$ cat src/rtl/c66x_power_supervisor.sv
// rtl/c66x_power_supervisor.sv - C66x power/reset sequencer supervisor
// Gates sequencer enable with power-on hold-off, retry back-off and lockout.
module c66x_power_supervisor #(
    parameter int TICK_DIV           = 500,
    parameter int POWERON_TICKS      = 100,
    parameter int BOOT_TIMEOUT_TICKS = 30000,
    parameter int BACKOFF_BASE_TICKS = 250,
    parameter int STABLE_TICKS       = 10000,
    parameter int MAX_RETRIES        = 3
) (
    input  logic       sysclk,
    input  logic       reset,
    input  logic       host_enable,
    input  logic [3:0] seq_state,
    output logic       seq_enable,
    output logic [2:0] retry_count,
    output logic       locked_out,
    output logic       fault,
    output logic [2:0] sup_state
);

    localparam int PW = (TICK_DIV > 1) ? $clog2(TICK_DIV) : 1;

    typedef enum logic [2:0] {
        ST_POWERON = 3'd0,
        ST_IDLE    = 3'd1,
        ST_BOOTING = 3'd2,
        ST_UP      = 3'd3,
        ST_BACKOFF = 3'd4,
        ST_LOCKOUT = 3'd5
    } state_t;

    state_t      r_state;
    logic [PW-1:0] r_presc;
    logic [15:0] r_timer;
    logic [3:0]  r_sq_s1;
    logic [3:0]  r_sq_s2;
    logic [3:0]  r_sq;
    logic [2:0]  r_retry;
    logic        r_seq_enable;
    logic        r_locked_out;
    logic        r_fault;

    logic        w_tick;
    logic        w_sq_bad;
    logic        w_at_max;
    logic [18:0] w_backoff_shift;
    logic [15:0] w_backoff_lim;

    assign w_tick   = (r_presc == PW'(TICK_DIV - 1));
    assign w_sq_bad = (r_sq >= 4'hA);
    assign w_at_max = (r_retry == 3'(MAX_RETRIES));

    // Shift is wide enough for base << 6; anything past 16 bits waits the full timer range.
    assign w_backoff_shift = 19'(BACKOFF_BASE_TICKS) << (r_retry - 3'd1);
    assign w_backoff_lim   = (|w_backoff_shift[18:16]) ? 16'hFFFF : w_backoff_shift[15:0];

    always_ff @(posedge sysclk or posedge reset) begin
        if (reset) begin
            r_presc <= '0;
        end else if (w_tick) begin
            r_presc <= '0;
        end else begin
            r_presc <= r_presc + PW'(1);
        end
    end

    // The filtered value only moves once both synchroniser stages agree, dropping 1-cycle glitches.
    always_ff @(posedge sysclk or posedge reset) begin
        if (reset) begin
            r_sq_s1 <= 4'h0;
            r_sq_s2 <= 4'h0;
            r_sq    <= 4'h0;
        end else begin
            r_sq_s1 <= seq_state;
            r_sq_s2 <= r_sq_s1;
            if (r_sq_s1 == r_sq_s2) begin
                r_sq <= r_sq_s2;
            end
        end
    end

    always_ff @(posedge sysclk or posedge reset) begin
        if (reset) begin
            r_state      <= ST_POWERON;
            r_timer      <= 16'h0000;
            r_retry      <= 3'd0;
            r_seq_enable <= 1'b0;
            r_locked_out <= 1'b0;
            r_fault      <= 1'b0;
        end else begin
            r_fault <= 1'b0;
            if (w_tick && (r_timer != 16'hFFFF)) begin
                r_timer <= r_timer + 16'd1;
            end
            case (r_state)
                ST_POWERON: begin
                    if (r_timer == 16'(POWERON_TICKS)) begin
                        r_state <= ST_IDLE;
                        r_timer <= 16'h0000;
                    end
                end
                ST_IDLE: begin
                    if (host_enable) begin
                        r_state      <= ST_BOOTING;
                        r_timer      <= 16'h0000;
                        r_seq_enable <= 1'b1;
                    end
                end
                ST_BOOTING: begin
                    if (!host_enable) begin
                        r_state      <= ST_IDLE;
                        r_timer      <= 16'h0000;
                        r_retry      <= 3'd0;
                        r_seq_enable <= 1'b0;
                    end else if (r_sq == 4'h9) begin
                        r_state <= ST_UP;
                        r_timer <= 16'h0000;
                    end else if (w_sq_bad || (r_timer == 16'(BOOT_TIMEOUT_TICKS))) begin
                        r_fault      <= 1'b1;
                        r_timer      <= 16'h0000;
                        r_seq_enable <= 1'b0;
                        if (w_at_max) begin
                            r_state      <= ST_LOCKOUT;
                            r_locked_out <= 1'b1;
                        end else begin
                            r_state <= ST_BACKOFF;
                            r_retry <= r_retry + 3'd1;
                        end
                    end
                end
                ST_UP: begin
                    if (!host_enable) begin
                        r_state      <= ST_IDLE;
                        r_timer      <= 16'h0000;
                        r_seq_enable <= 1'b0;
                    end else if (r_sq != 4'h9) begin
                        r_fault      <= 1'b1;
                        r_timer      <= 16'h0000;
                        r_seq_enable <= 1'b0;
                        if (w_at_max) begin
                            r_state      <= ST_LOCKOUT;
                            r_locked_out <= 1'b1;
                        end else begin
                            r_state <= ST_BACKOFF;
                            r_retry <= r_retry + 3'd1;
                        end
                    end else if (r_timer == 16'(STABLE_TICKS)) begin
                        r_retry <= 3'd0;
                    end
                end
                ST_BACKOFF: begin
                    if (!host_enable) begin
                        r_state <= ST_IDLE;
                        r_timer <= 16'h0000;
                    end else if ((r_sq == 4'h0) && (r_timer >= w_backoff_lim)) begin
                        r_state      <= ST_BOOTING;
                        r_timer      <= 16'h0000;
                        r_seq_enable <= 1'b1;
                    end
                end
                ST_LOCKOUT: begin
                    if (!host_enable) begin
                        r_state      <= ST_IDLE;
                        r_timer      <= 16'h0000;
                        r_retry      <= 3'd0;
                        r_locked_out <= 1'b0;
                    end
                end
                default: begin
                    r_state      <= ST_IDLE;
                    r_timer      <= 16'h0000;
                    r_seq_enable <= 1'b0;
                    r_locked_out <= 1'b0;
                end
            endcase
        end
    end

    assign seq_enable  = r_seq_enable;
    assign retry_count = r_retry;
    assign locked_out  = r_locked_out;
    assign fault       = r_fault;
    assign sup_state   = r_state;

endmodule

$ cat config.mk
export PLATFORM = sky130hd
export DESIGN_NAME = c66x_power_supervisor
export DESIGN_NICKNAME = d
export VERILOG_FILES = /design/src/rtl/c66x_power_supervisor.sv
export SDC_FILE = /design/constraint.sdc
export NUM_CORES = 1
export LEC_CHECK = 0
export ABC_AREA = 1
export CORE_MARGIN = 2
export CORE_UTILIZATION = 55
export CTS_CLUSTER_DIAMETER = 60
export DETAILED_ROUTE_END_ITERATION = 12
export PLACE_DENSITY = 0.83
export SLEW_MARGIN = 20
export SYNTH_ARGS = -nofsm -noshare
export SYNTH_HDL_FRONTEND = slang
export SYNTH_SLANG_ARGS = --single-unit
$ cat constraint.sdc
create_clock -name sysclk -period 2.49 [get_ports sysclk]
set_clock_uncertainty 0.15 [all_clocks]
set_input_delay 0.498 -clock sysclk [delete_from_list [all_inputs] [get_ports sysclk]]
set_output_delay 0.498 -clock sysclk [all_outputs]
set_load 0.1 [all_outputs]
[Yosys cells after proc, flatten, opt, wreduce, memory -nomap -nowiden]
Cells that the tools add are included.
Word-level totals
  register bits after elaboration: 46
Cells by class
  $add $sub $neg: 4
  magnitude comparators: 2
  eq/ne operators: 30
  shift operators: 1
  mux-type cells: 58
  bitwise gates (word level): 2
  reduce and logical (&&, ||, !) cells: 13
Operator list (count)
  two-way mux 16 bit: 12
  one-hot mux 16 bit (6 select lines): 1
  two-way mux 3 bit: 18
  two-way mux 1 bit: 21
  inequality test 2 bit (second input constant): 10
  left shift 8 x 3 -> 19 bit (first input constant): 1
  one-hot mux 3 bit (6 select lines): 1
  adder 16 x 1 -> 16 bit (second input constant): 1
  == test 16 x 14 -> 1 bit (second input constant): 1
  == test 16 x 15 -> 1 bit (second input constant): 1
  == test 16 x 7 -> 1 bit (second input constant): 1
  greater-or-equal comparator 16 bit: 1
  inequality test 16 bit (second input constant): 1
  inequality test 3 bit (second input constant): 5
  AND reduction 7 bit: 2
  AND reduction 6 bit: 2
  adder 9 x 1 -> 9 bit (second input constant): 1
  == test 3 x 2 -> 1 bit (second input constant): 3
  == test 9 bit (second input constant): 1
  two-way mux 9 bit: 1
  one-hot mux 3 bit (3 select lines): 1
  inequality test 4 bit (second input constant): 2
  == test 3 bit (second input constant): 2
  OR reduction 3 bit: 2
  16 further kinds: 18

[Depth between registers and ports, before layout]
Gate-level depths: netlist (run 1).
  depth after elaboration: 9
  depth in mapped cells: 20
  gate-level depth less buffers: 20

[Least setup slack after synthesis (run 1)]
Ideal clock, no wire load.
  path type: flip-flop to flip-flop
  from: reg r_retry[0], in the netlist retry_count[0]
  to: reg r_timer[13]
  arrival time: 3.151 ns
  required time: 2.218 ns
  setup slack: -0.933 ns
  cell stages (with the launch flop): 18
  clock period less this slack: 3.423 ns
  path through: dfrtp_1 > inv_1 > ha_1 > ha_1 > buf_2 > inv_2 > nand2_1 > ha_1 > nand2_1 > nor2_1 > nand3_1 > nor2_1 > nand2_1 > nand2_1 > nand2_1 > nand2_2 > buf_6 > a21oi_2
On the way
  longest elaborated chain between the ends: 9
RTL lines
  from (decl): RTL line 39  | logic [2:0] r_retry;
  from (signal assigned): RTL line 128  | r_retry <= r_retry + 3'd1;
  from (signal assigned): RTL line 146  | r_retry <= r_retry + 3'd1;
  subtractor 3 x 1 -> 3 bit (*): RTL line 55  | assign w_backoff_shift = 19'(BACKOFF_BASE_TICKS) << (r_retry - 3'd1);
  left shift 8 x 3 -> 19 bit (*): RTL line 55
  OR reduction 3 bit: RTL line 56  | assign w_backoff_lim = (|w_backoff_shift[18:16]) ? 16'hFFFF : w_backoff_shift[15:0];
  two-way mux 16 bit (*): RTL line 56
  greater-or-equal comparator 16 bit (*): RTL line 156  | end else if ((r_sq == 4'h0) && (r_timer >= w_backoff_lim)) begin
  logical AND 1 bit (*): RTL line 156
  two-way mux 16 bit (*): RTL line 156
  two-way mux 16 bit (*): RTL line 153  | if (!host_enable) begin
  one-hot mux 16 bit (6 select lines) (*): RTL line 96  | case (r_state)
  to (signal assigned): RTL line 94  | r_timer <= r_timer + 16'd1;
  to (decl): RTL line 35  | logic [15:0] r_timer;
Every way passes the cells marked *; elsewhere a longest branch is shown, timed or not.
A chain may end at the register's enable or synchronous reset.

[Final worst setup path (run 1)]
  from: reg r_retry[1], in the netlist retry_count[1]
  to: reg r_timer[14]
The elaborated chain is that of the path after synthesis.

==> summary.md, run 1 <==
| Metric | Value |
|---|---|
| Arr. time, crit path | 2760 ps |
| GRT overflow | 0 |
| Final period utilization | 110.1% |
| Max Cap Viol | 0 |
| Syn Nets | between 400 and 500 |
| Wire per inst | 14.39 µm |
| # IOs | 16 |
| VDD IR max | around 0.38 mV |
| Num CTS Buffers | 5 |
| Die span in x | 81.41 µm |
| Async set-reset flop share out of synthesis | 100.0% |
| Place WS | -202.4 ps |
| Worst hold stages | 0 |
| Most common cell after layout, fill and taps aside | nand2_1 |
| Filler Cells Inserted | about 460 |
| CTS H-tree depth | 2 |
| Outcome | finished, violations left |
| Synth Flop Type | dfrtp_1 |
| Routed WL | 8058 µm |
| Synth warnings | 0 |
| Initial antenna violation count | 0 |
| Post-synthesis register bit count | 46 |
| Fraction of layout cells with a size suffix above 1 | 21.03% |
| Starting density of the core | 56.33% |
| Failing checks | setup timing |
| Hold Path Class | register to register |
| CTS tree | yes |
| Critical path class | register to register |
| Commonest cells after routing, fill and taps aside | 110 x nand2_1, 54 x nor2_1, 47 x inv_1, 43 x dfrtp_1, 23 x buf_4 |
| R2R Setup Slk | -250 ps |
| First-pass GRT wire length | between 10000 and 15000 µm |
| RSZ-0062 raised after global routing | yes |
| FMAX | roughly 360 MHz |
| Post-CTS Hold Buffers | 0 |
| Total Routing Usage GR | 25.58% |
| Port bufs | 15 |
| Max incr delay on CP | ~500 ps |
| CP max stage cell | dfrtp_4 |
| Final hold vios | 0 |
| Clk slew on worst S/H paths | approximately 100 ps |
| Pin count of the biggest net entering global routing | 25 |
| Total number of vias | just over 3k |
| Vias per cell | 5.459 |
| Syn Area/Cell | 7.291 µm² |
| R2R Path Start | retry_count[1]$_DFFE_PP0P_ |
| Row cnt | 28 |
| Global placement routability congestion | around 0.94 |
| Vias in the first global route | 2855 |
| Worst-Skew Late Latency | about 320 ps |
| Clock tree buffer depth | 2 |
| Drt drc | 0 |
| Worst Path Required | ~2500 ps |
| Synth cell types | 33 |
| Worst-margin pin slew | 743.9 ps |
| Hold endpoint | r_sq_s2[3]$_DFF_PP0_ |
| Capturing point of the worst reg2reg path | r_timer[14]$_DFF_PP0_ |
| Syn-to-layout area delta | 18.68% |
| Nets | 514 |
| Cells on worst reg2reg path | 17 |
| Root buffer cell | clkbuf_8 |
| Final-report setup violation count | 20 |
| PwrDens | approximately 360 mW/mm² |
| Ant diodes | 0 |
| Final worst path period need | 2740 ps |
| Setup crit start kind | register |
| DIE HEIGHT | 81.41 µm |
| HPWL reported at the end of detailed placement | 5791 µm |
| Post-route ant nets | 0 |
| Setup TNS | -4394 ps |
| Die area | 0.006628 mm² |
| Clock sinks | 46 |
| LEAKAGE | 2.035 nW |
| DR iter-0 viols | 180 |
| Syn Inst Count | 452 |
| Worst hold path startpoint | r_sq_s1[3]$_DFF_PP0_ |
| Slew HR | between 50% and 60% |
| CP Max Fanout | 8 |
| Final worst slack | -250.5 ps |
| Drt pass-1 iters | 5 |
| Core Footprint | between 0.005 and 0.006 mm² |
| Fin. max-slew vios | 0 |
| CP cell instances | inv_4 -> ha_4 -> inv_4 -> ha_4 -> nand2_4 -> ha_4 -> nand2_2 -> nor2_4 -> nand3_2 -> nor2_1 -> nand2_1 -> nand2_2 -> nand2_4 -> nand2_4 -> buf_12 -> buf_16 -> a21oi_2 |
| Syn Std Cell Area | 0.003296 mm² |
| Number of synthesized flops with an enable pin | 0 |
| Post-synthesis sequential area ratio | between 30% and 40% |
| CP endpoint kind | register |
[synthesized netlist by cell type, drive strengths merged (2+ instances only)]
cell type | count | share of area (%)
nor3b | 3 | 0.68
ha | 23 | 8.7
xnor2 | 5 | 1.3
nand3 | 21 | 3.5
nor2 | 64 | 8.5
nand3b | 3 | 0.68
buf | 8 | 2.0
xor2 | 12 | 3.2
nor3 | 13 | 2.3
nand4 | 11 | 2.1
a21oi | 30 | 5.7
dfrtp | 46 | 35
inv | 61 | 7.0
nand2 | 122 | 14
a31oi | 2 | 0.38
o21ai | 22 | 3.3
[area by class of cell]
cell class | count | area, µm² | share of cell area (%)
clock buffer | 5 | 68.82 | 1.759
clock inverter | 3 | 26.28 | 0.6718
inverter | 61 | 241.5 | 6.174
multi-input combinational | 336 | 2004 | 51.25
sequential | 46 | 1162 | 29.72
tap | 75 | 93.84 | 2.399
timing repair buffer | 34 | 314.1 | 8.029
[per-stage QoR]
stage	std cells	cell area, µm²	power (mW)	util, %	hold slack [ps]
after floorplan	452	3356	0.8934	-	222.7
after global placement	547	3620	0.9329	61.87	229.1
after detailed placement	547	3620	0.9394	61.87	238.1
after CTS	560	3861	1.434	66.00	260.1
after global routing	560	3911	1.481	66.85	274.3
final	560	3911	1.415	66.85	252.7
[worst max path at each step]
| stage | startpoint | slack (ps) | cells past startpoint | end |
|---|---|---|---|---|
| after global placement | retry_count[1]$_DFFE_PP0P_ | -80 | 16 | r_timer[0]$_DFF_PP0_ |
| after floorplan | retry_count[0]$_DFFE_PP0P_ | -220 | 17 | r_timer[13]$_DFF_PP0_ |
| after detailed placement | retry_count[1]$_DFFE_PP0P_ | -200 | 16 | r_timer[0]$_DFF_PP0_ |
| final | retry_count[1]$_DFFE_PP0P_ | -250 | 17 | r_timer[14]$_DFF_PP0_ |
| after global routing | retry_count[1]$_DFFE_PP0P_ | -300 | 19 | r_timer[11]$_DFF_PP0_ |
| after CTS | retry_count[0]$_DFFE_PP0P_ | -150 | 19 | r_timer[6]$_DFF_PP0_ |
[flip-flops by register name (all words and copies together) (netlist names)]
signal,cells
r_timer,16
r_presc,9
r_sq,4
r_sq_s1,4
r_sq_s2,4
retry_count,3
sup_state,3
fault,1
locked_out,1
seq_enable,1
[routing by layer]
layer	routed length, µm	share of wire [%]	global-route usage, %	up-vias
met2	4029	50	44.59	123
met1	3380	42	32.74	1399
li1	-	-	-	1517
met5	0	0	0	-
met3	459	5.7	3.187	18
met4	187	2.3	8.814	0
[logic make-up after synthesis]
kind of cell	count (synthesis)	share of synthesized area, %
buffers and inverters	70	9.112
AND/OR/NAND/NOR	238	32.35
flip-flops	46	34.93
AO/OA/AOI/OAI	58	10.36
adder cells (fa/ha/maj)	23	8.732
XOR/XNOR	17	4.518
[what timing repair did]
item / CTS / global route
setup endpoints to repair: 20 / 20
pin swaps: 14 / 9
cloned: 1 / 0
gates resized for setup: 22 / 13
setup buffers: 4 / 1
[worst max-delay path: cells and delay by family, from the launching register on]
kind,cells,cell delay (ps)
buffers and inverters,4,350
adders and majority gates,3,720
and+or+nand+nor,9,820
DFF,1,510
AOI/OAI and AO/OA,1,50
[report_power, final]
group          internal, mW  switching [mW]
clock                 0.209           0.280
combinational        0.0466          0.0843
sequential            0.778          0.0174
No activity file was read; power rests on OpenSTA's default activity.
==> inputs of run 2 (changes only) <==
--- a/config.mk
+++ b/config.mk
@@ -7,10 +7,10 @@
 export LEC_CHECK = 0
 export ABC_AREA = 1
 export CORE_MARGIN = 2
-export CORE_UTILIZATION = 55
+export CORE_UTILIZATION = 50
 export CTS_CLUSTER_DIAMETER = 60
 export DETAILED_ROUTE_END_ITERATION = 12
-export PLACE_DENSITY = 0.83
+export PLACE_DENSITY = 0.77
 export SLEW_MARGIN = 20
 export SYNTH_ARGS = -nofsm -noshare
 export SYNTH_HDL_FRONTEND = slang
==> run 2 against run 1 <==
Compared with the run above: the flow still finishes with violations (setup timing); critical path type unchanged; count of clock-buffer cells in the layout unchanged; utilization shrank 5.2 points; largest power group unchanged; global-route usage is 2.0 points lower; sequential share of layout area about the same; critical path depth unchanged; register-to-register slack better by 70 ps.
==> summary.md, run 2 (synthesis results as in run 1) <==
| Metric | Value |
|---|---|
| Outcome | finished, violations left |
| Failing checks | setup timing |
| Critical path class | register to register |
| CP endpoint kind | register |
| Filler Cells Inserted | 540 (+17%) |
| Most common cell after layout, fill and taps aside | nand2_1 |
| Commonest cells after routing, fill and taps aside | 111 x nand2_1, 55 x nor2_1, 47 x inv_1, 43 x dfrtp_1, 24 x buf_4 |
| Final-report setup violation count | 20 (unchanged) |
| Hold Path Class | register to register |
| Largest Register | r_timer |
| Die area | 0.007256 mm² (+9.5%) |
| Biggest regs | r_timer x16, r_presc x9 |
| LEAKAGE | 2.041 nW (+0.27%) |
| Post-DP Area | 0.003630 mm² (+0.28%) |
| CTS tree | yes |
| Placed insts | 550 (+0.55%) |
| Vias in the first global route | 2963 (+3.8%) |
| Clock sinks | 46 (unchanged) |
| Starting density of the core | 51.90% (-4.4 points) |
| Total power | 1.421 mW (+0.40%) |
| Register area | 0.001162 mm² (unchanged) |
| Num CTS Buffers | 5 (unchanged) |
| Final worst path period need | 2666 ps (-73.99 ps) |
| Area used by multi-input combinational logic | 0.002009 mm² (+0.25%) |
| CP max stage cell | dfrtp_4 |
| Slew HR | 51.69% (+1.4 points) |
| Initial antenna violation count | 0 (unchanged) |
| First-pass GRT wire length | 13640 µm (+4.4%) |
| Die span in x | 85.19 µm (+4.6%) |
| CP Max Fanout | 8 (unchanged) |
| Wire per inst | 14.36 µm (-0.22%) |
| Fraction of layout cells with a size suffix above 1 | 21.24% (+0.21 points) |
| Worst Path Required | 2510 ps (about the same) |
| PwrDens | 362.9 mW/mm² (+0.30%) |
| Arr. time, crit path | 2690 ps (-70 ps) |
| Port bufs | 15 (unchanged) |
| VDD IR max | 0.3487 mV (-8.3%) |
| Max Cap Viol | 0 (unchanged) |
| Vias per cell | 5.445 (-0.26%) |
| DIE HEIGHT | 85.19 µm (+4.6%) |
| Worst-margin pin slew | 723.0 ps (-20.95 ps) |
| GRT overflow | 0 (unchanged) |
| Drt drc | 0 (unchanged) |
| CTS H-tree depth | 2 (unchanged) |
| Post-CTS Hold Buffers | 0 (unchanged) |
| Largest register FFs | 16 (unchanged) |
| Setup TNS | -3045 ps (+1349 ps) |
| Post-route ant nets | 0 (unchanged) |
| Nets | 514 (unchanged) |
| Final Cell Area | 0.003915 mm² (about the same) |
| Core Footprint | 0.006350 mm² (+8.5%) |
| DR iter-0 viols | 186 (+3.3%) |
| Routed WL | 8069 µm (+0.14%) |
| Setup crit start kind | register |
| Global placement routability congestion | 0.8838 (-6.3%) |
| Most Frequent Cell on Critical Path | nand2_4 |
| Row cnt | 29 (+3.6%) |
| RSZ-0062 raised after global routing | yes |
| Drt pass-1 iters | 5 (unchanged) |
| Final hold vios | 0 (unchanged) |
| Final worst slack | -176.5 ps (+73.99 ps) |
| Non-Filler Instances | 562 (+0.36%) |
| Syn-to-layout area delta | 18.79% (about the same) |
| CP cell instances | inv_4 -> ha_4 -> inv_4 -> ha_4 -> nand2_4 -> ha_4 -> nand2_4 -> nor2_4 -> nand3_2 -> nor2_2 -> nor2_2 -> nand2_2 -> nand2_4 -> nand2_4 -> buf_6 -> buf_16 -> a21oi_2 |
| # IOs | 16 (unchanged) |
| Clock tree buffer depth | 2 (unchanged) |
| Pin count of the biggest net entering global routing | 26 (+4.0%) |
| Total Routing Usage GR | 23.58% (-2.0 points) |
| Root buffer cell | clkbuf_8 |
| Worst-Skew Late Latency | 310 ps (about the same) |
| Clk slew on worst S/H paths | 100 ps (about the same) |
| Ant diodes | 0 (unchanged) |
| Total number of vias | 3060 (+0.098%) |
| FMAX | 375.0 MHz (+2.8%) |
| Final period utilization | 107.1% (-3.0 points) |
| Max incr delay on CP | 500 ps (about the same) |
| HPWL reported at the end of detailed placement | 5741 µm (-0.88%) |
| Fin. max-slew vios | 0 (unchanged) |
-- run 2: layer usage --
metal	up-vias	GRT usage (%)	wire length (µm)
met5	-	0	0
met4	0	9.091	161
met3	16	3.891	450
met2	97	39.49	4024
met1	1428	30.57	3433
li1	1519	-	-
-- run 2: worst paths after layout --
check	depth (start not counted)	slack, ps	startpoint	to
max reg2reg	17	-180	retry_count[1]$_DFFE_PP0P_	r_timer[14]$_DFF_PP0_
min	0	250	r_sq_s1[0]$_DFF_PP0_	r_sq_s2[0]$_DFF_PP0_
max in group asynchronous	3	1520	reset	r_timer[14]$_DFF_PP0_
min in group asynchronous	3	390	reset	sup_state[0]$_DFFE_PP0P_
min reg2reg	0	250	r_sq_s1[0]$_DFF_PP0_	r_sq_s2[0]$_DFF_PP0_
max	17	-180	retry_count[1]$_DFFE_PP0P_	r_timer[14]$_DFF_PP0_
-- run 2: repair_timing --
item | 4_1_cts | 5_1_grt
endpoints found under the setup margin | 20 | 20
pin swaps | 17 | 8
gates cloned | 1 | 0
setup buffers | 3 | 0
resized for setup | 26 | 8
-- run 2: per-stage QoR --
stage                     hold WS, ps  utilization, %  setup WS [ps]
after floorplan                 222.7               -         -223.3
after global placement          236.4           57.16         -86.29
after detailed placement        244.1           57.16         -170.3
after CTS                       260.4           61.02         -122.6
after global routing            270.9           61.66         -274.2
final                           248.5           61.66         -176.5
-- run 2: critical path, delay by kind of cell (launching register included) --
family                     cells  cell delay (ps)
AOI/OAI and AO/OA              1               50
adders and majority gates      3              740
buffers and inverters          4              350
DFF                            1              500
and+or+nand+nor                9              720
-- run 2: final cells by class --
| type | instances | area share, % |
|---|---|---|
| repair buffers | 34 | 7.926 |
| clock buffers | 5 | 1.758 |
| clock inverters | 3 | 0.6711 |
| inverters | 61 | 6.168 |
| well taps | 77 | 2.461 |
| flip-flops and latches | 46 | 29.69 |
| multi-input cells | 336 | 51.33 |
-- run 2: report_power, final --
part	total, mW	switching [mW]	internal [mW]	leakage, nW
registers	0.797	0.0182	0.778	0.500
clock network	0.500	0.291	0.209	0.0495
logic	0.125	0.0807	0.0438	1.49
==> inputs of run 3 (changes only) <==
--- a/config.mk
+++ b/config.mk
@@ -5,7 +5,6 @@
 export SDC_FILE = /design/constraint.sdc
 export NUM_CORES = 1
 export LEC_CHECK = 0
-export ABC_AREA = 1
 export CORE_MARGIN = 2
 export CORE_UTILIZATION = 50
 export CTS_CLUSTER_DIAMETER = 60
==> constraint.sdc (replaced) <==
create_clock -name sysclk -period 2.49 [get_ports sysclk]
set_clock_uncertainty 0.15 [all_clocks]
set_input_delay 0.6225 -clock sysclk [delete_from_list [all_inputs] [get_ports sysclk]]
set_output_delay 0.6225 -clock sysclk [all_outputs]
set_load 0.1 [all_outputs]
==> run 3 against run 2 <==
Compared with the run above: the flow still finishes with violations (setup timing); flip-flop and latch count stayed put; sequential power is 18% higher; final cell count is 25% lower; register-to-register slack worse by 220 ps; die area is 10% lower; via count is 20% lower; critical path depth is 5 lower; global-route usage is 0.066 points lower; first-iteration DRC count is 5.4% lower; count of clock-buffer cells in the layout stayed put; worst hold slack worse by 1.2 ps.
==> summary.md, run 3 <==
| Metric | Value |
|---|---|
| Total Routing Usage GR | 23.51% (-0.066 points) |
| RSZ-0062 raised after global routing | yes |
| Ant diodes | 0 (unchanged) |
| Port bufs | 15 (unchanged) |
| Setup crit start kind | register |
| Final-report setup violation count | 19 (-5.0%) |
| Total number of vias | 2462 (-20%) |
| Max Cap Viol | 0 (unchanged) |
| Failing checks | setup timing |
| Largest area contributor in the netlist | dfrtp_1 |
| Worst hold slack | 247.3 ps (-1.160 ps) |
| Max incr delay on CP | 490 ps (about the same) |
| Final worst slack | -393.4 ps (-217.0 ps) |
| Fin. max-slew vios | 0 (unchanged) |
| CP Max Fanout | 17 (+9) |
| Die span in x | 80.65 µm (-5.3%) |
| Worst Path Required | 2530 ps (+20 ps) |
| Post-synthesis register bit count | 46 (unchanged) |
| Most common cell after layout, fill and taps aside | dfrtp_1 |
| Worst hold stages | 0 (unchanged) |
| Num CTS Buffers | 5 (unchanged) |
| Initial antenna violation count | 0 (unchanged) |
| CTS H-tree depth | 2 (unchanged) |
| Worst-margin pin slew | 707.0 ps (-15.94 ps) |
| Global placement routability congestion | 0.8638 (-2.3%) |
| Clock sinks | 46 (unchanged) |
| Final hold vios | 0 (unchanged) |
| Largest Register | r_timer |
| Worst-Skew Late Latency | 300 ps (about the same) |
| Syn Std Cell Area | 0.002938 mm² (-11%) |
| Final worst path period need | 2883 ps (+217.0 ps) |
| Drt pass-1 iters | 4 (-1) |
| VDD IR max | 0.7794 mV (+120%) |
| Row cnt | 27 (-6.9%) |
| Syn Inst Count | 303 (-33%) |
| Pin count of the biggest net entering global routing | 22 (-15%) |
| Filler Cells Inserted | 447 (-17%) |
| Hold endpoint | r_sq_s2[0]$_DFF_PP0_ |
| Slew HR | 52.43% (+0.74 points) |
| R2R Path Start | retry_count[1]$_DFFE_PP0P_ |
| Placed insts | 411 (-25%) |
| Post-route ant nets | 0 (unchanged) |
| Commonest cells after routing, fill and taps aside | 42 x dfrtp_1, 38 x buf_4, 23 x nor2_1, 18 x a21oi_1, 17 x nand2_1 |
| Syn Nets | 333 (-31%) |
| # IOs | 16 (unchanged) |
| GRT overflow | 0 (unchanged) |
| Non-Filler Instances | 420 (-25%) |
| Synth top area share | 39.18% (+4.3 points) |
| Nets | 377 (-27%) |
| Launch point of the critical path | retry_count[1]$_DFFE_PP0P_ |
| Largest cells by area after synthesis | dfrtp_1 39%, ha_1 9.8%, a21oi_1 4.8% |
| Syn Area/Cell | 9.696 µm² (+33%) |
| DR iter-0 viols | 176 (-5.4%) |
| Routed WL | 6878 µm (-15%) |
| Fraction of layout cells with a size suffix above 1 | 28.16% (+6.9 points) |
| Starting density of the core | 52.70% (+0.80 points) |
| Synth Flop Type | dfrtp_1 |
| Final period utilization | 115.8% (+8.7 points) |
| CP cell instances | inv_4 -> ha_4 -> ha_4 -> or2_4 -> ha_4 -> nand4b_1 -> inv_1 -> nand4_1 -> o311a_1 -> o211ai_2 -> buf_12 -> a21oi_1 |
| Async set-reset flop share out of synthesis | 100.0% (unchanged) |
| CP endpoint kind | register |
| Synth cell types | 57 (+73%) |
| Arr. time, crit path | 2920 ps (+230 ps) |
| DIE HEIGHT | 80.65 µm (-5.3%) |
| Clk slew on worst S/H paths | 90 ps (about the same) |
| FMAX | 346.8 MHz (-7.5%) |
| Clock tree buffer depth | 2 (unchanged) |
| First-pass GRT wire length | 11740 µm (-14%) |
| Total power | 3.836 mW (+170%) |
| Vias per cell | 5.862 (+7.7%) |
| Cells on worst reg2reg path | 12 (-5) |
| Number of synthesized flops with an enable pin | 0 (unchanged) |
| Syn-to-layout area delta | 25.00% |
| Largest register FFs | 16 (unchanged) |
| Most Frequent Cell on Critical Path | ha_4 |
| Drt drc | 0 (unchanged) |
| Core Footprint | 0.005574 mm² (-12%) |
| Synth warnings | 0 (unchanged) |
| Wire per inst | 16.38 µm (+14%) |
| HPWL reported at the end of detailed placement | 5039 µm (-12%) |
| Outcome | finished, violations left |
| Critical path class | register to register |
| CP max stage cell | dfrtp_4 |
| Root buffer cell | clkbuf_8 |
| Capturing point of the worst reg2reg path | r_timer[1]$_DFF_PP0_ |
| Worst hold path startpoint | r_sq_s1[0]$_DFF_PP0_ |
| CTS tree | yes |
| LEAKAGE | 1.565 nW (-23%) |
| Die area | 0.006504 mm² (-10%) |
| Biggest regs | r_timer x16, r_presc x9 |
| Vias in the first global route | 2471 (-17%) |
| Post-synthesis sequential area ratio | 39.18% (+4.3 points) |
| Most frequent cell after synthesis | dfrtp_1 |
| PwrDens | 1045 mW/mm² (+190%) |
| Hold Path Class | register to register |
| R2R Setup Slk | -390 ps (-220 ps) |
| Post-synth top cells | 46 x dfrtp_1, 28 x a21oi_1, 23 x ha_1, 23 x nor2_1, 17 x nand2_1 |
-- run 3: cell count changes in the layout (fill, tap and decap cells not counted), moves of 7 or more --
cell,change
a21oi_2,-7
buf_4,+14
inv_1,-38
inv_2,-7
nand2_1,-94
nand2b_1,+9
nand3_1,-10
nor2_1,-32
nor2b_1,+8
nor3_1,-9
o21ai_1,-11
-- run 3: final cells by class --
| type | instances | area (µm²) | area share [%] |
|---|---|---|---|
| multi-input combinational | 232 | 1823 | 49.64 |
| sequential | 46 | 1164 | 31.69 |
| timing repair buffer | 48 | 425.4 | 11.58 |
| tap | 72 | 90.09 | 2.453 |
| clock buffer | 5 | 68.82 | 1.874 |
| inverter | 14 | 61.31 | 1.670 |
| clock inverter | 3 | 40.04 | 1.090 |
-- run 3: kinds of logic (layout without fill, tap and decap cells) --
kind of cell,after synthesis,count (layout),share of synthesized area (%)
AOI/OAI and AO/OA,67,67,14.99
xor gates and xnor gates,23,23,6.857
adders and majority gates,23,23,9.796
buffers and inverters,25,70,4.046
DFF,46,46,39.18
muxes,7,7,2.598
and+or+nand+nor,112,112,22.53
-- run 3: worst max-delay path by stage --
stage	to	cells after the start
global placement	r_timer[8]$_DFF_PP0_	13
floorplan	r_timer[3]$_DFF_PP0_	13
finish	r_timer[1]$_DFF_PP0_	12
global route	r_timer[10]$_DFF_PP0_	12
detailed placement	r_timer[8]$_DFF_PP0_	13
CTS	r_timer[1]$_DFF_PP0_	12
-- run 3: what timing repair did --
item | in CTS | in global routing
setup endpoints to repair | 19 | 20
gates resized for setup | 6 | 4
hold buffers | 0 | 0
pin swaps | 2 | 1
setup buffers | 1 | 0
-- run 3: report_power, final --
group	internal, mW	leakage [nW]	switching [mW]
clock	0.296	0.0579	0.258
sequential	0.852	0.587	0.0921
combinational	0.979	0.920	1.36
total	2.13	1.57	1.71
-- run 3: routing by layer --
| metal | GRT usage, % | routed length [µm] | share of wire [%] | up-vias |
|---|---|---|---|---|
| li1 | - | - | - | 1187 |
| met2 | 38.92 | 3343 | 49 | 65 |
| met4 | 7.627 | 140 | 2.0 | 0 |
| met1 | 31.22 | 3132 | 46 | 1196 |
| met3 | 4.157 | 261 | 3.8 | 14 |
| met5 | 0 | 0 | 0 | - |
-- run 3: critical path, delay by kind of cell, from the launching register on --
kind	cells	cell delay, ps
flops	1	490
compound gates	3	680
simple gates	3	480
buf+inv	3	350
fa+ha+maj	3	610
-- run 3: per-stage QoR --
stage          setup slack (ps)  TNS (ps)  area, µm²  util [%]
2_1_floorplan            -586.7     -9439       3067         -
3_3_place_gp             -304.7     -5527       3498     62.76
3_5_place_dp             -449.8     -7039       3498     62.76
4_1_cts                  -401.4     -7110       3647     65.43
5_1_grt                  -540.7     -9814       3672     65.88
6_report                 -393.4     -6885       3672     65.88
==> RTL edit, RTL diff (flow settings as in run 1) <==
Make the reset (`reset`) synchronous in 3 clocked blocks.
--- a/src/rtl/c66x_power_supervisor.sv
+++ b/src/rtl/c66x_power_supervisor.sv
@@ -56,5 +56,5 @@
     assign w_backoff_lim   = (|w_backoff_shift[18:16]) ? 16'hFFFF : w_backoff_shift[15:0];
 
-    always_ff @(posedge sysclk or posedge reset) begin
+    always_ff @(posedge sysclk) begin
         if (reset) begin
             r_presc <= '0;
@@ -67,5 +67,5 @@
 
     // The filtered value only moves once both synchroniser stages agree, dropping 1-cycle glitches.
-    always_ff @(posedge sysclk or posedge reset) begin
+    always_ff @(posedge sysclk) begin
         if (reset) begin
             r_sq_s1 <= 4'h0;
@@ -81,5 +81,5 @@
     end
 
-    always_ff @(posedge sysclk or posedge reset) begin
+    always_ff @(posedge sysclk) begin
         if (reset) begin
             r_state      <= ST_POWERON;
Behaviour: no difference found for any inputs over 10 cycles, from zero or initial values and one cycle with reset high; that may be too few to reach the edited logic, so the function may still have changed.
==> RTL edit against run 1 <==
- the run still ends with negative setup slack left
- routed wire length decreased by 10%
- sequential share of layout area down 3.8 points
- area after synthesis shrank 8.7%
- synthesized cell count shrank 3.8%
- critical path depth decreased by 2
- final area fell by 8.2%
- die area down 8.2%
- worst setup slack improved by 180 ps
- sequential cell count stayed put
- count of clock-buffer cells in the layout rose by 1
Power is not compared: it rests on default switching activity, and its combinational part moved more than twofold at a synthesized area within 25%.
==> RTL edit: results (changes against run 1) <==
| Metric | Value |
|---|---|
| Outcome | `complete, but fails checks` |
| Violated checks | `negative setup slack` |
| Routed wire per std cell | `13.6 um (-5.5%)` |
| GPL Wtd Cong | `0.897 (-4.9%)` |
| R2R depth | `15 (-2)` |
| Register area | `932 um^2 (-20%)` |
| Worst slack at placement | `-52.0 ps (+150 ps)` |
| Met2 Use GR | `41.1% (-3.5 points)` |
| M1 WL | `3.14 mm (-7.2%)` |
| Synth Area in Adders | `9.56% (+0.83 points)` |
| First-pass GRT wire length | `11.8 mm (-10%)` |
| Post-synth top cells | `83 x nand2_1, 63 x nor2_1, 56 x inv_1, 46 x dfxtp_1, 24 x nand3_1` |
| Hold depth | `2 (+2)` |
| Area contributors post-synth | `dfxtp_1 31%, nand2_1 10%, ha_1 9.6%` |
| Peak per-stage delay on the critical path | `380 ps (-130 ps)` |
| Largest net degree at the start of global routing | `16 (-36%)` |
| Setup crit start | `retry_count[2]` |
| Final nets | `491 (-4.5%)` |
| Share of cells above drive strength 1 | `22.5% (+1.5 points)` |
| Hold_sp | `r_sq_s1[2]` |
| Met2 WL | `3.45 mm (-14%)` |
| Top FF cell, synth | `dfxtp_1` |
| Met1 Use GR | `30.0% (-2.8 points)` |
| Vias in the first global route | `2682 (-6.1%)` |
| Hold slack | `290 ps (+37.0 ps)` |
| Final worst slack | `-65.7 ps (+185 ps)` |
| Final Setup Violations | `18 (-10%)` |
| Synth Net Count | `465 (-3.5%)` |
| Clock buffers | `6 (+1)` |
| Clock-cell share of area | `3.03% (+0.60 points)` |
| Hold Path Sink | `r_sq_s2[2]` |
| Syn Area/Cell | `6.92 um^2 (-5.1%)` |
| Post-synthesis sequential area ratio | `30.6% (-4.3 points)` |
| DP Cell Count | `519 (-5.1%)` |
| Met3 Resource Use GR | `4.88% (+1.7 points)` |
| Synth Area in Compound Gates | `9.02% (-1.3 points)` |
| Netlist cell types | `36 (+9.1%)` |
| Non-clock buffer count | `23 (-32%)` |
| Via count | `2886 (-5.6%)` |
| CP endpoint | `r_timer[8]` |
| Multi-input comb cells | `320 (-4.8%)` |
| Buffering overhead | `5.23% (-2.8 points)` |
| Fillers | `431 (-6.9%)` |
==> RTL edit: power by group through the flow <==
stage,Clock (mW),Combinational (mW),Sequential [mW]
after floorplan,0,0.656,1.04
after global placement,0,1.00,0.846
after detailed placement,0,1.01,0.847
after CTS,0.546,1.08,0.830
after global routing,0.578,1.35,0.839
final,0.538,1.25,0.832
==> RTL edit: repair_timing <==
action | 4_1_cts | 5_1_grt
cloned | 1 | 0
buffers inserted | 0 | 4
setup endpoints to repair | 16 | 19
pin swaps | 3 | 17
gates resized for setup | 5 | 34
==> RTL edit: worst reg2reg max path, stage by stage (launching register included) <==
cell and delay, ps:
dfxtp_4 380, clkinvlp_4 160, ha_4 380, nand2_2 60, o21ai_1 70, ha_1 260, a21o_1 180, nand3_2 70
nand2_1 50, nand2_1 70, nand3_2 90, nand2_2 110, nand2_4 80, nand2_8 140, nand2_8 90, a21oi_1 150
